--- src/rtl/scale_job_ctrl.sv ---
// Job sequencer for the image scaling core: validates a scale command, configures the core,
// pulses its reset, runs it until frame_done and flips the display buffer. Option: SCALE_CTRL_WDOG_EN.
module scale_job_ctrl #(
  parameter int IMG_W   = 160,
  parameter int IMG_H   = 120,
  parameter int MAX_W   = 640,
  parameter int MAX_H   = 480,
  parameter int RST_CYC = 2
`ifdef SCALE_CTRL_WDOG_EN
  , parameter int WDOG_CYC = 1 << 20
`endif
) (
  input  logic        clk,
  input  logic        rst_n,
  input  logic        cmd_valid,
  output logic        cmd_ready,
  input  logic [1:0]  cmd_algo,
  input  logic [1:0]  cmd_factor,
  input  logic        abort,
  output logic        core_rst_n,
  output logic [1:0]  core_algo_sel,
  output logic [3:0]  core_factor_in,
  output logic [3:0]  core_factor_out,
  output logic [11:0] core_new_w_in,
  output logic [11:0] core_new_h_in,
  output logic [11:0] core_new_w_out,
  output logic [11:0] core_new_h_out,
  input  logic        core_frame_done,
  output logic        busy,
  output logic        done,
  output logic        err,
  output logic [1:0]  err_code,
  output logic        buf_sel
);

  typedef enum logic [2:0] {
    S_IDLE,
    S_CHECK,
    S_CLR,
    S_RUN,
    S_DONE,
    S_ERR
  } state_t;

  localparam int RCW = (RST_CYC > 1) ? $clog2(RST_CYC) : 1;
  localparam logic [RCW-1:0] RST_LAST = RCW'(RST_CYC - 1);
`ifdef SCALE_CTRL_WDOG_EN
  localparam int WCW = (WDOG_CYC > 1) ? $clog2(WDOG_CYC) : 1;
  localparam logic [WCW-1:0] WDOG_LAST = WCW'(WDOG_CYC - 1);
`endif

  state_t         state_q, state_d;
  logic [RCW-1:0] rcnt_q, rcnt_d;
`ifdef SCALE_CTRL_WDOG_EN
  logic [WCW-1:0] wcnt_q, wcnt_d;
`endif
  logic [1:0]  factor_q, factor_d;
  logic [1:0]  algo_q, algo_d;
  logic [3:0]  fin_q, fin_d, fout_q, fout_d;
  logic [11:0] w_in_q, w_in_d, h_in_q, h_in_d;
  logic [11:0] w_out_q, w_out_d, h_out_q, h_out_d;
  logic        cmd_ready_q, cmd_ready_d;
  logic        core_rst_n_q, core_rst_n_d;
  logic        busy_q, busy_d;
  logic        done_q, done_d;
  logic        err_q, err_d;
  logic [1:0]  err_code_q, err_code_d;
  logic        buf_sel_q, buf_sel_d;

  logic       accept;
  logic       zoom_in;
  logic [1:0] sh, sh_in, sh_out;

  assign accept = cmd_valid && cmd_ready_q;

  // Factor code 00/01/10 maps to a shift of 1/2/3; algos 1 and 3 enlarge, 0 and 2 shrink.
  always_comb begin
    zoom_in = cmd_algo[0];
    sh      = (cmd_factor == 2'b11) ? 2'd0 : cmd_factor + 2'd1;
    sh_in   = zoom_in ? sh : 2'd0;
    sh_out  = zoom_in ? 2'd0 : sh;
  end

  always_comb begin
    state_d    = state_q;
    rcnt_d     = rcnt_q;
`ifdef SCALE_CTRL_WDOG_EN
    wcnt_d     = wcnt_q;
`endif
    algo_d     = algo_q;
    factor_d   = factor_q;
    fin_d      = fin_q;
    fout_d     = fout_q;
    w_in_d     = w_in_q;
    h_in_d     = h_in_q;
    w_out_d    = w_out_q;
    h_out_d    = h_out_q;
    err_code_d = err_code_q;

    case (state_q)
      S_IDLE: begin
        if (accept) begin
          state_d    = S_CHECK;
          algo_d     = cmd_algo;
          factor_d   = cmd_factor;
          fin_d      = 4'd1 << sh_in;
          fout_d     = 4'd1 << sh_out;
          w_in_d     = 12'(IMG_W) << sh_in;
          h_in_d     = 12'(IMG_H) << sh_in;
          w_out_d    = 12'(IMG_W) >> sh_out;
          h_out_d    = 12'(IMG_H) >> sh_out;
          err_code_d = 2'b00;
        end
      end
      S_CHECK: begin
        if (factor_q == 2'b11) begin
          state_d    = S_ERR;
          err_code_d = 2'b01;
        end else if (algo_q[0] && ((w_in_q > 12'(MAX_W)) || (h_in_q > 12'(MAX_H)))) begin
          state_d    = S_ERR;
          err_code_d = 2'b10;
        end else begin
          state_d = S_CLR;
          rcnt_d  = '0;
        end
      end
      S_CLR: begin
        if (abort) begin
          state_d = S_IDLE;
        end else if (rcnt_q == RST_LAST) begin
          state_d = S_RUN;
`ifdef SCALE_CTRL_WDOG_EN
          wcnt_d  = '0;
`endif
        end else begin
          rcnt_d = rcnt_q + 1'b1;
        end
      end
      S_RUN: begin
        // A frame completing in the same cycle as an abort still counts as done.
        if (core_frame_done) begin
          state_d = S_DONE;
        end else if (abort) begin
          state_d = S_IDLE;
`ifdef SCALE_CTRL_WDOG_EN
        end else if (wcnt_q == WDOG_LAST) begin
          state_d    = S_ERR;
          err_code_d = 2'b11;
        end else begin
          wcnt_d = wcnt_q + 1'b1;
`endif
        end
      end
      S_DONE:  state_d = S_IDLE;
      S_ERR:   state_d = S_IDLE;
      default: state_d = S_IDLE;
    endcase

    // Status outputs are registered decodes of the state being entered.
    cmd_ready_d  = (state_d == S_IDLE);
    busy_d       = (state_d == S_CHECK) || (state_d == S_CLR) || (state_d == S_RUN);
    core_rst_n_d = (state_d == S_RUN);
    done_d       = (state_d == S_DONE);
    err_d        = (state_d == S_ERR);
    buf_sel_d    = buf_sel_q ^ done_d;
  end

  always_ff @(posedge clk) begin
    if (!rst_n) begin
      state_q      <= S_IDLE;
      rcnt_q       <= '0;
`ifdef SCALE_CTRL_WDOG_EN
      wcnt_q       <= '0;
`endif
      algo_q       <= '0;
      factor_q     <= '0;
      fin_q        <= '0;
      fout_q       <= '0;
      w_in_q       <= '0;
      h_in_q       <= '0;
      w_out_q      <= '0;
      h_out_q      <= '0;
      cmd_ready_q  <= 1'b0;
      core_rst_n_q <= 1'b0;
      busy_q       <= 1'b0;
      done_q       <= 1'b0;
      err_q        <= 1'b0;
      err_code_q   <= '0;
      buf_sel_q    <= 1'b0;
    end else begin
      state_q      <= state_d;
      rcnt_q       <= rcnt_d;
`ifdef SCALE_CTRL_WDOG_EN
      wcnt_q       <= wcnt_d;
`endif
      algo_q       <= algo_d;
      factor_q     <= factor_d;
      fin_q        <= fin_d;
      fout_q       <= fout_d;
      w_in_q       <= w_in_d;
      h_in_q       <= h_in_d;
      w_out_q      <= w_out_d;
      h_out_q      <= h_out_d;
      cmd_ready_q  <= cmd_ready_d;
      core_rst_n_q <= core_rst_n_d;
      busy_q       <= busy_d;
      done_q       <= done_d;
      err_q        <= err_d;
      err_code_q   <= err_code_d;
      buf_sel_q    <= buf_sel_d;
    end
  end

  assign cmd_ready       = cmd_ready_q;
  assign core_rst_n      = core_rst_n_q;
  assign core_algo_sel   = algo_q;
  assign core_factor_in  = fin_q;
  assign core_factor_out = fout_q;
  assign core_new_w_in   = w_in_q;
  assign core_new_h_in   = h_in_q;
  assign core_new_w_out  = w_out_q;
  assign core_new_h_out  = h_out_q;
  assign busy            = busy_q;
  assign done            = done_q;
  assign err             = err_q;
  assign err_code        = err_code_q;
  assign buf_sel         = buf_sel_q;

endmodule
--- config.mk ---
export PLATFORM = sky130hd
export DESIGN_NAME = scale_job_ctrl
export DESIGN_NICKNAME = d
export VERILOG_FILES = /design/src/rtl/scale_job_ctrl.sv
export SDC_FILE = /design/constraint.sdc
export NUM_CORES = 1
export LEC_CHECK = 0
export CORE_MARGIN = 2
export CORE_UTILIZATION = 45
export DETAILED_ROUTE_END_ITERATION = 8
export PLACE_DENSITY = 0.85
export SLEW_MARGIN = 20
export SYNTH_ARGS = -nofsm -noshare
export SYNTH_HDL_FRONTEND = slang
export SYNTH_SLANG_ARGS = --single-unit
--- constraint.sdc ---
create_clock -name clk -period 3.08 [get_ports clk]
set_clock_uncertainty 0.1 [all_clocks]
set_input_delay 0.616 -clock clk [delete_from_list [all_inputs] [get_ports clk]]
set_output_delay 0.616 -clock clk [all_outputs]
set_load 0.01 [all_outputs]
# After elaboration in Yosys (flattened, before gate mapping)
# Cells that the tools add are included.
# totals
inputBits	9
out_inout_bits	66
elab_cells	75
regBits	72
# op_classes
shifts	6
mux	20
add_sub_neg	2
n_bitwise	1
n_lt_le_gt_ge	2
n_reduce_logical	12
eq_ne	15
# op_table
cell	count
3-bit two-way mux	7
3-bit by 2-bit == test with 1-bit output (second input constant)	4
12-bit by 10-bit greater-than comparator with 1-bit output (second input constant)	1
12-bit by 9-bit greater-than comparator with 1-bit output (second input constant)	1
2-bit two-way mux	6
3-bit one-hot mux with 4 select lines	1
7-bit by 2-bit << shifter with 12-bit output (first input constant)	1
8-bit by 2-bit << shifter with 12-bit output (first input constant)	1
7-bit by 2-bit right shift with 12-bit output (first input constant)	1
8-bit by 2-bit right shift with 12-bit output (first input constant)	1
2-bit inequality test (second input constant)	4
1-bit by 2-bit << shifter with 4-bit output (first input constant)	2
3-bit by 1-bit == test with 1-bit output (second input constant)	2
3-bit == test (second input constant)	2
3-bit zero test	2
2-bit == test (second input constant)	2
1-bit two-way mux	4
2-bit one-hot mux with 2 select lines	1
4-bit AND reduction	1
2-bit nonzero test	2
1-bit logical OR	3
3-bit inequality test (second input constant)	1
3-bit AND reduction	1
2-bit by 1-bit adder with 2-bit output (second input constant)	1
other kinds (5)	6

# Depth between registers and ports, before layout
# Gate-level depths: netlist (run 1).
# logic_depth
word_depth	9
mapped_depth	6
depth_no_buf	6

# Worst setup path after synthesis (run 1)
# No wires, ideal clock.
# synth_timing
kind	input to register
start	in cmd_factor[0]
end	reg fin_q[0], in the netlist core_factor_in[0]
stages	6
required_ps	2864
path_buffers	0
setup_time_ps	116
t_arrival_ps	1448
path_slack_ps	1416
path_cell_list	ha_1 -> nor2_1 -> nor2_1 -> nor2_1 -> nand2_1 -> o211a_1
# synth_via
elab_chain_cells	4
elab_cells_between_ends	5
classes_between	add/sub (1); eq/ne (1); shift (1); mux (2)
# synth_lines
element	line	source
start: declaration	18	input logic [1:0] cmd_factor,
2-bit by 1-bit adder with 2-bit output / 2-bit == test (equally long branches)	79	sh = (cmd_factor == 2'b11) ? 2'd0 : cmd_factor + 2'd1;
2-bit two-way mux *	79	
2-bit two-way mux *	80	sh_in = zoom_in ? sh : 2'd0;
1-bit by 2-bit << shifter with 4-bit output *	106	fin_d = 4'd1 << sh_in;
end signal: assignment	198	fin_q <= fin_d;
end: declaration	59	logic [3:0] fin_q, fin_d, fout_q, fout_d;
# Mark *: on every way between the ends. The rest lies on a longest branch, timed or not.
# A chain may end at the register's enable or synchronous reset.

# Final worst setup path (run 1)
# Ends and elaborated chain as after synthesis.

==> impl_metrics.tcl, run 1 <==
set metrics [dict create \
    numPlacedInstances 275 \
    floorplan.initialDensity 0.469 \
    most_common_cell_after_layout_fill_and_taps_aside "clkdlybuf4s50_1" \
    timing.fmax_mhz 470 \
    synth_seq_area_share 0.428 \
    area_enclosed_by_the_die_boundary_um2 4350 \
    number_of_standard_cells_in_the_layout_taps_in_and_fillers_out 283 \
    power_internal_uw 838 \
    cts_tree "built" \
    gp_congestion 0.822 \
    clk-insertion-delay-late_ns 0.29 \
    async_reset_ff_frac 0 \
    dieWidth_um 66.0 \
    place.detailed.hpwl_um 2500 \
    netlist_area_um2 1730 \
    p_per_area_nw_per_um2 502 \
    setup_tns_ns 0 \
    final.hold.worst_slack_ns 0.362 \
    grt_max_degree 17 \
    routed_wirelength_um 3480 \
    p_seq_frac 0.466 \
    number_of_post_cts_setup_repair_buffers 0 \
    synth_cell_type_count 41 \
    report.final.slew_viol_count 0 \
    finalHoldViolations 0 \
    comb_power_share 0.146 \
    cts_hold_buffers 0 \
    synth_to_layout_area_growth_pct 28.0 \
    top_level_ports 75 \
    max_ir_drop_vdd_mv 0.318 \
    cts.clk_slew.worst_paths_ns 0.07 \
    finalCritPeriodShare 0.690 \
    fin_util 0.600 \
    cts.root.buffer_cell "clkbuf_8" \
    critical_path.startpoint_type "input port" \
    syn_avg_cell_area_um2 8.87 \
    htreeDepth 2 \
    leakagePower_uw 0.000852 \
    report.final.setup_viol 0 \
    timing_worst_setup_path_type "input port to flip-flop" \
    grt-busiest-layer "met2" \
    cts_inserted_buffers 5 \
    worst_hold_path_type "flip-flop to flip-flop" \
    gr-total-overflow 0 \
    crit_fanout 6 \
    gr-usage-met3 0.0477 \
    coreArea_um2 3690 \
    postSynthRegisterBits 37 \
    grt_util_met2 0.265 \
    switching_share 0.245 \
    clock_share_of_power 0.387 \
    buffer_ports.inserted 52 \
    final.fill_count 345 \
    antenna_found_initial 0 \
    floorplan.rows 22 \
    dieHeight_um 66.0 \
    netlist_instances 195 \
    drc 0 \
    period_minus_slack_ns 2.13 \
    pre_cts_slack_ns 0.659 \
    grt_first_pass_wirelength_um 5550 \
    detail_route.vias_per_cell 4.79 \
    post_cts_resize_count 0 \
    worst-endpoint-arrival_ns 2.21 \
    dr_pass1_iterations 4 \
    cts_buffer_depth 2 \
    grt_pass1_vias 1203 \
    wire_per_inst_um 12.3 \
    antennaDiodeCount 0 \
    synth-edff-count 0 \
    drive_gt1_frac 0.0979 \
    nNetsFinal 244 \
    p_switching_uw 272 \
    rsz0062_at_grt "false" \
    yosysWarningCount 0 \
    maxCapViolations 0 \
    critPathCaptureType "flip-flop" \
    met1_usage 0.211 \
    critPathRequiredTime_ns 3.16 \
    synth_flop_cell "dfxtp_1" \
    mostFrequentLayoutCells "clkdlybuf4s50_1, dfxtp_1, nor2_1, conb_1" \
    ant_nets 0 \
    grtUsageTotal 0.167 \
    postLayoutSetupSlackWorst_ns 0.954 \
    clock-sinks 37 \
    first_iter_violations 52 \
    status "completed" \
    detailroute.via_count 1356 \
]
[final timing paths]
kind | from | end | slack (ns) | cells after the start
worst max-delay path | cmd_factor[0] | core_factor_in[0] | 0.95 | 7
worst min-delay path | core_algo_sel[1] | core_algo_sel[1] | 0.36 | 2
worst max register to register | state_q[2] | core_factor_in[0] | 1.35 | 6
worst min register to register | core_algo_sel[1] | core_algo_sel[1] | 0.36 | 2
[power by group through the flow]
stage | registers (µW) | clock network (µW) | logic, µW
final | 518 | 430 | 162
after global routing | 521 | 465 | 177
after CTS | 518 | 437 | 163
after detailed placement | 529 | 0 | 163
after global placement | 528 | 0 | 161
after floorplan | 533 | 0 | 113
[cell type report]
cell class	count	area (µm²)	area share
multi-input cells	133	746	0.337
repair buffers	55	543	0.245
clock inverters	1	30.0	0.0136
inverters	2	7.51	0.00339
well taps	48	60.1	0.0271
flip-flops and latches	37	741	0.335
clock buffers	7	86.3	0.0390
[cell families (layout without fill, tap and decap cells)]
family,count (synthesis),in the layout,synth area share
adder cells (fa/ha/maj),1,1,0.00723
flip-flops,37,37,0.428
other,1,22,0.00217
buffers and inverters,46,65,0.186
XOR/XNOR,1,1,0.00507
AO/OA/AOI/OAI,39,39,0.148
AND/OR/NAND/NOR,70,70,0.224
[cells in the mapped netlist, drive strengths merged, types with 2 or more instances]
cell type,number,area [µm²]
clkbuf,4,15.0
o21ai,9,45.0
o21a,2,15.0
nor3,6,45.0
inv,2,7.51
buf,40,299
and2,2,12.5
nor2,31,126
a21oi,18,93.8
nand3,3,15.0
nor4,3,40.0
nand2,17,63.8
dfxtp,37,741
nand4b,3,41.3
[state kept, by name (all words and copies together) (netlist names), 2 cells and up]
register,cells
core_algo_sel,2
core_factor_in,3
core_factor_out,3
core_new_h_in,5
core_new_h_out,4
core_new_w_in,3
core_new_w_out,3
err_code,2
factor_q,2
state_q,3
[through the flow]
step	total power [µW]	cell area (µm²)
3_5_place_dp	692	2100
3_3_place_gp	689	2100
2_1_floorplan	646	1810
4_1_cts	1120	2210
5_1_grt	1160	2210
6_report	1110	2210
[worst max-delay path: stages]
cell and delay, ns:
clkdlybuf4s50_1 0.55, ha_1 0.35, nor2_1 0.26, nor2_1 0.11, nor2_1 0.09, nand2_1 0.07, o211a_1 0.15
[metal layers]
layer	share of wire	wire, µm
met3	0.064	223
met5	0	0
met4	0.016	57
met2	0.47	1640
met1	0.45	1560
(Power assumes the default switching activity.)
==> run 2, diff against run 1 <==
--- a/config.mk
+++ b/config.mk
@@ -6,9 +6,9 @@
 export NUM_CORES = 1
 export LEC_CHECK = 0
 export CORE_MARGIN = 2
-export CORE_UTILIZATION = 45
+export CORE_UTILIZATION = 38
 export DETAILED_ROUTE_END_ITERATION = 8
-export PLACE_DENSITY = 0.85
+export PLACE_DENSITY = 0.76
 export SLEW_MARGIN = 20
 export SYNTH_ARGS = -nofsm -noshare
 export SYNTH_HDL_FRONTEND = slang
==> constraint.sdc (replaced) <==
create_clock -name clk -period 1.95 [get_ports clk]
set_clock_uncertainty 0.1 [all_clocks]
set_input_delay 0.39 -clock clk [delete_from_list [all_inputs] [get_ports clk]]
set_output_delay 0.39 -clock clk [all_outputs]
set_load 0.01 [all_outputs]
==> run 2 against run 1 <==
Register-to-register slack lost 0.96 ns. Cell count grew 4.9%. Combinational power grew 78%.
==> impl_metrics.tcl, run 2 (synthesis gave the netlist of run 1 again) <==
set metrics [dict create \
    ant_nets 0 \
    grtUsageTotal 0.143 \
    gp_congestion 0.808 \
    rsz0062_at_grt "false" \
    antenna_found_initial 0 \
    detailroute.via_count 1442 \
    worst_hold_path_type "flip-flop to flip-flop" \
    critical_path.startpoint_type "flip-flop" \
    worst_path_dominant_cell_family "buffers and inverters" \
    switching_share 0.260 \
    post_cts_resize_count 0 \
    report.final.setup_viol 0 \
    grt_max_degree 15 \
    finalHoldViolations 0 \
    p_switching_uw 441 \
    drive_gt1_frac 0.139 \
    area_enclosed_by_the_die_boundary_um2 5110 \
    mostFrequentLayoutCells "clkdlybuf4s50_1, dfxtp_1, nor2_1, conb_1" \
    setup_tns_ns 0 \
    cts_inserted_buffers 5 \
    wire_per_inst_um 12.5 \
    most_common_cell_after_layout_fill_and_taps_aside "clkdlybuf4s50_1" \
    period_minus_slack_ns 1.80 \
    detail_route.vias_per_cell 4.86 \
    gr-total-overflow 0 \
    grt_pass1_vias 1252 \
    nNetsFinal 254 \
    leakagePower_uw 0.000908 \
    floorplan.initialDensity 0.397 \
    clock-sinks 37 \
    clock_share_of_power 0.346 \
    cp_slowest_cell "clkdlybuf4s50_1" \
    final.hold.worst_slack_ns 0.369 \
    report.final.slew_viol_count 0 \
    critPathRequiredTime_ns 1.46 \
    critPathCaptureType "output port" \
    cts_buffer_depth 2 \
    largest_register_ff_count 5 \
    timing.fmax_mhz 556 \
    cts.root.buffer_cell "clkbuf_8" \
    timing_worst_setup_path_type "flip-flop to output port" \
    floorplan.rows 24 \
    path_cells "clkdlybuf4s50_1" \
    grt_first_pass_wirelength_um 5770 \
    dieWidth_um 71.5 \
    finalCritPeriodShare 0.922 \
    first_iter_violations 110 \
    worst-endpoint-arrival_ns 1.31 \
    top_level_ports 75 \
    comb_power_share 0.171 \
    p_per_area_nw_per_um2 734 \
    buffer_ports.inserted 52 \
    status "completed" \
    max_ir_drop_vdd_mv 0.406 \
    number_of_post_cts_setup_repair_buffers 0 \
    cts_tree "built" \
    p_seq_frac 0.483 \
    clk-insertion-delay-late_ns 0.29 \
    routed_wirelength_um 3710 \
    drc 0 \
    maxCapViolations 0 \
    largest_stage_delay_on_the_critical_path_ns 0.58 \
    dr_pass1_iterations 4 \
    coreArea_um2 4350 \
    antennaDiodeCount 0 \
    cts_hold_buffers 0 \
    htreeDepth 2 \
    crit_fanout 5 \
    place.detailed.hpwl_um 2800 \
    dieHeight_um 71.5 \
    cts.clk_slew.worst_paths_ns 0.07 \
    power_internal_uw 1250 \
    path_buf_inv 1 \
    synth_to_layout_area_growth_pct 33.2 \
]
## run 2: cell types whose count changed in the layout (fill, tap and decap cells not counted), sizes merged
| cell | before | now |
|---|---|---|
| buf | 3 | 13 |
| bufinv | 1 | 0 |
| clkinv | 0 | 1 |
## run 2: stage by stage
stage               std cells  power (µW)  worst slack, ns  cell area, µm²  utilization
CTS                       297        1700            0.132            2300        0.529
global route              297        1760           0.0830            2300        0.529
floorplan                 216        1020            0.512            1810            -
detailed placement        289        1120           0.0484            2200        0.506
finish                    297        1690            0.153            2300        0.529
global placement          289        1120           0.0815            2200        0.506
## run 2: final timing paths
| path | endpoint | slack, ns | startpoint | cells after the start |
|---|---|---|---|---|
| worst max-delay path | core_new_h_in[9] | 0.15 | core_new_w_in[10] | 1 |
| worst min-delay path | core_algo_sel[1] | 0.37 | core_algo_sel[1] | 2 |
| worst max register to register | state_q[2] | 0.39 | core_new_w_in[8] | 5 |
| worst min register to register | core_algo_sel[1] | 0.37 | core_algo_sel[1] | 2 |
## run 2: area by class of cell
| class | instances | area (µm²) |
|---|---|---|
| Clock buffer | 7 | 96.3 |
| Clock inverter | 1 | 5.00 |
| Fill cell | 391 | 2050 |
| Inverter | 2 | 7.51 |
| Multi-Input combinational cell | 133 | 746 |
| Sequential cell | 37 | 741 |
| Tap cell | 52 | 65.1 |
| Timing Repair Buffer | 65 | 643 |
## run 2: power by group through the flow
stage / clock [µW] / combinational [µW] / sequential (µW)
6_report: 585 / 288 / 818
3_5_place_dp: 0 / 287 / 835
5_1_grt: 630 / 311 / 822
4_1_cts: 597 / 289 / 818
3_3_place_gp: 0 / 284 / 835
2_1_floorplan: 0 / 179 / 842
## run 2: metal layers
metal / global-route usage / vias to the layer above / wire length (µm)
met5: 0 / - / 0
met4: 0.0776 / 0 / 77
met3: 0.0366 / 11 / 281
met2: 0.227 / 60 / 1790
met1: 0.179 / 671 / 1570
li1: - / 700 / -
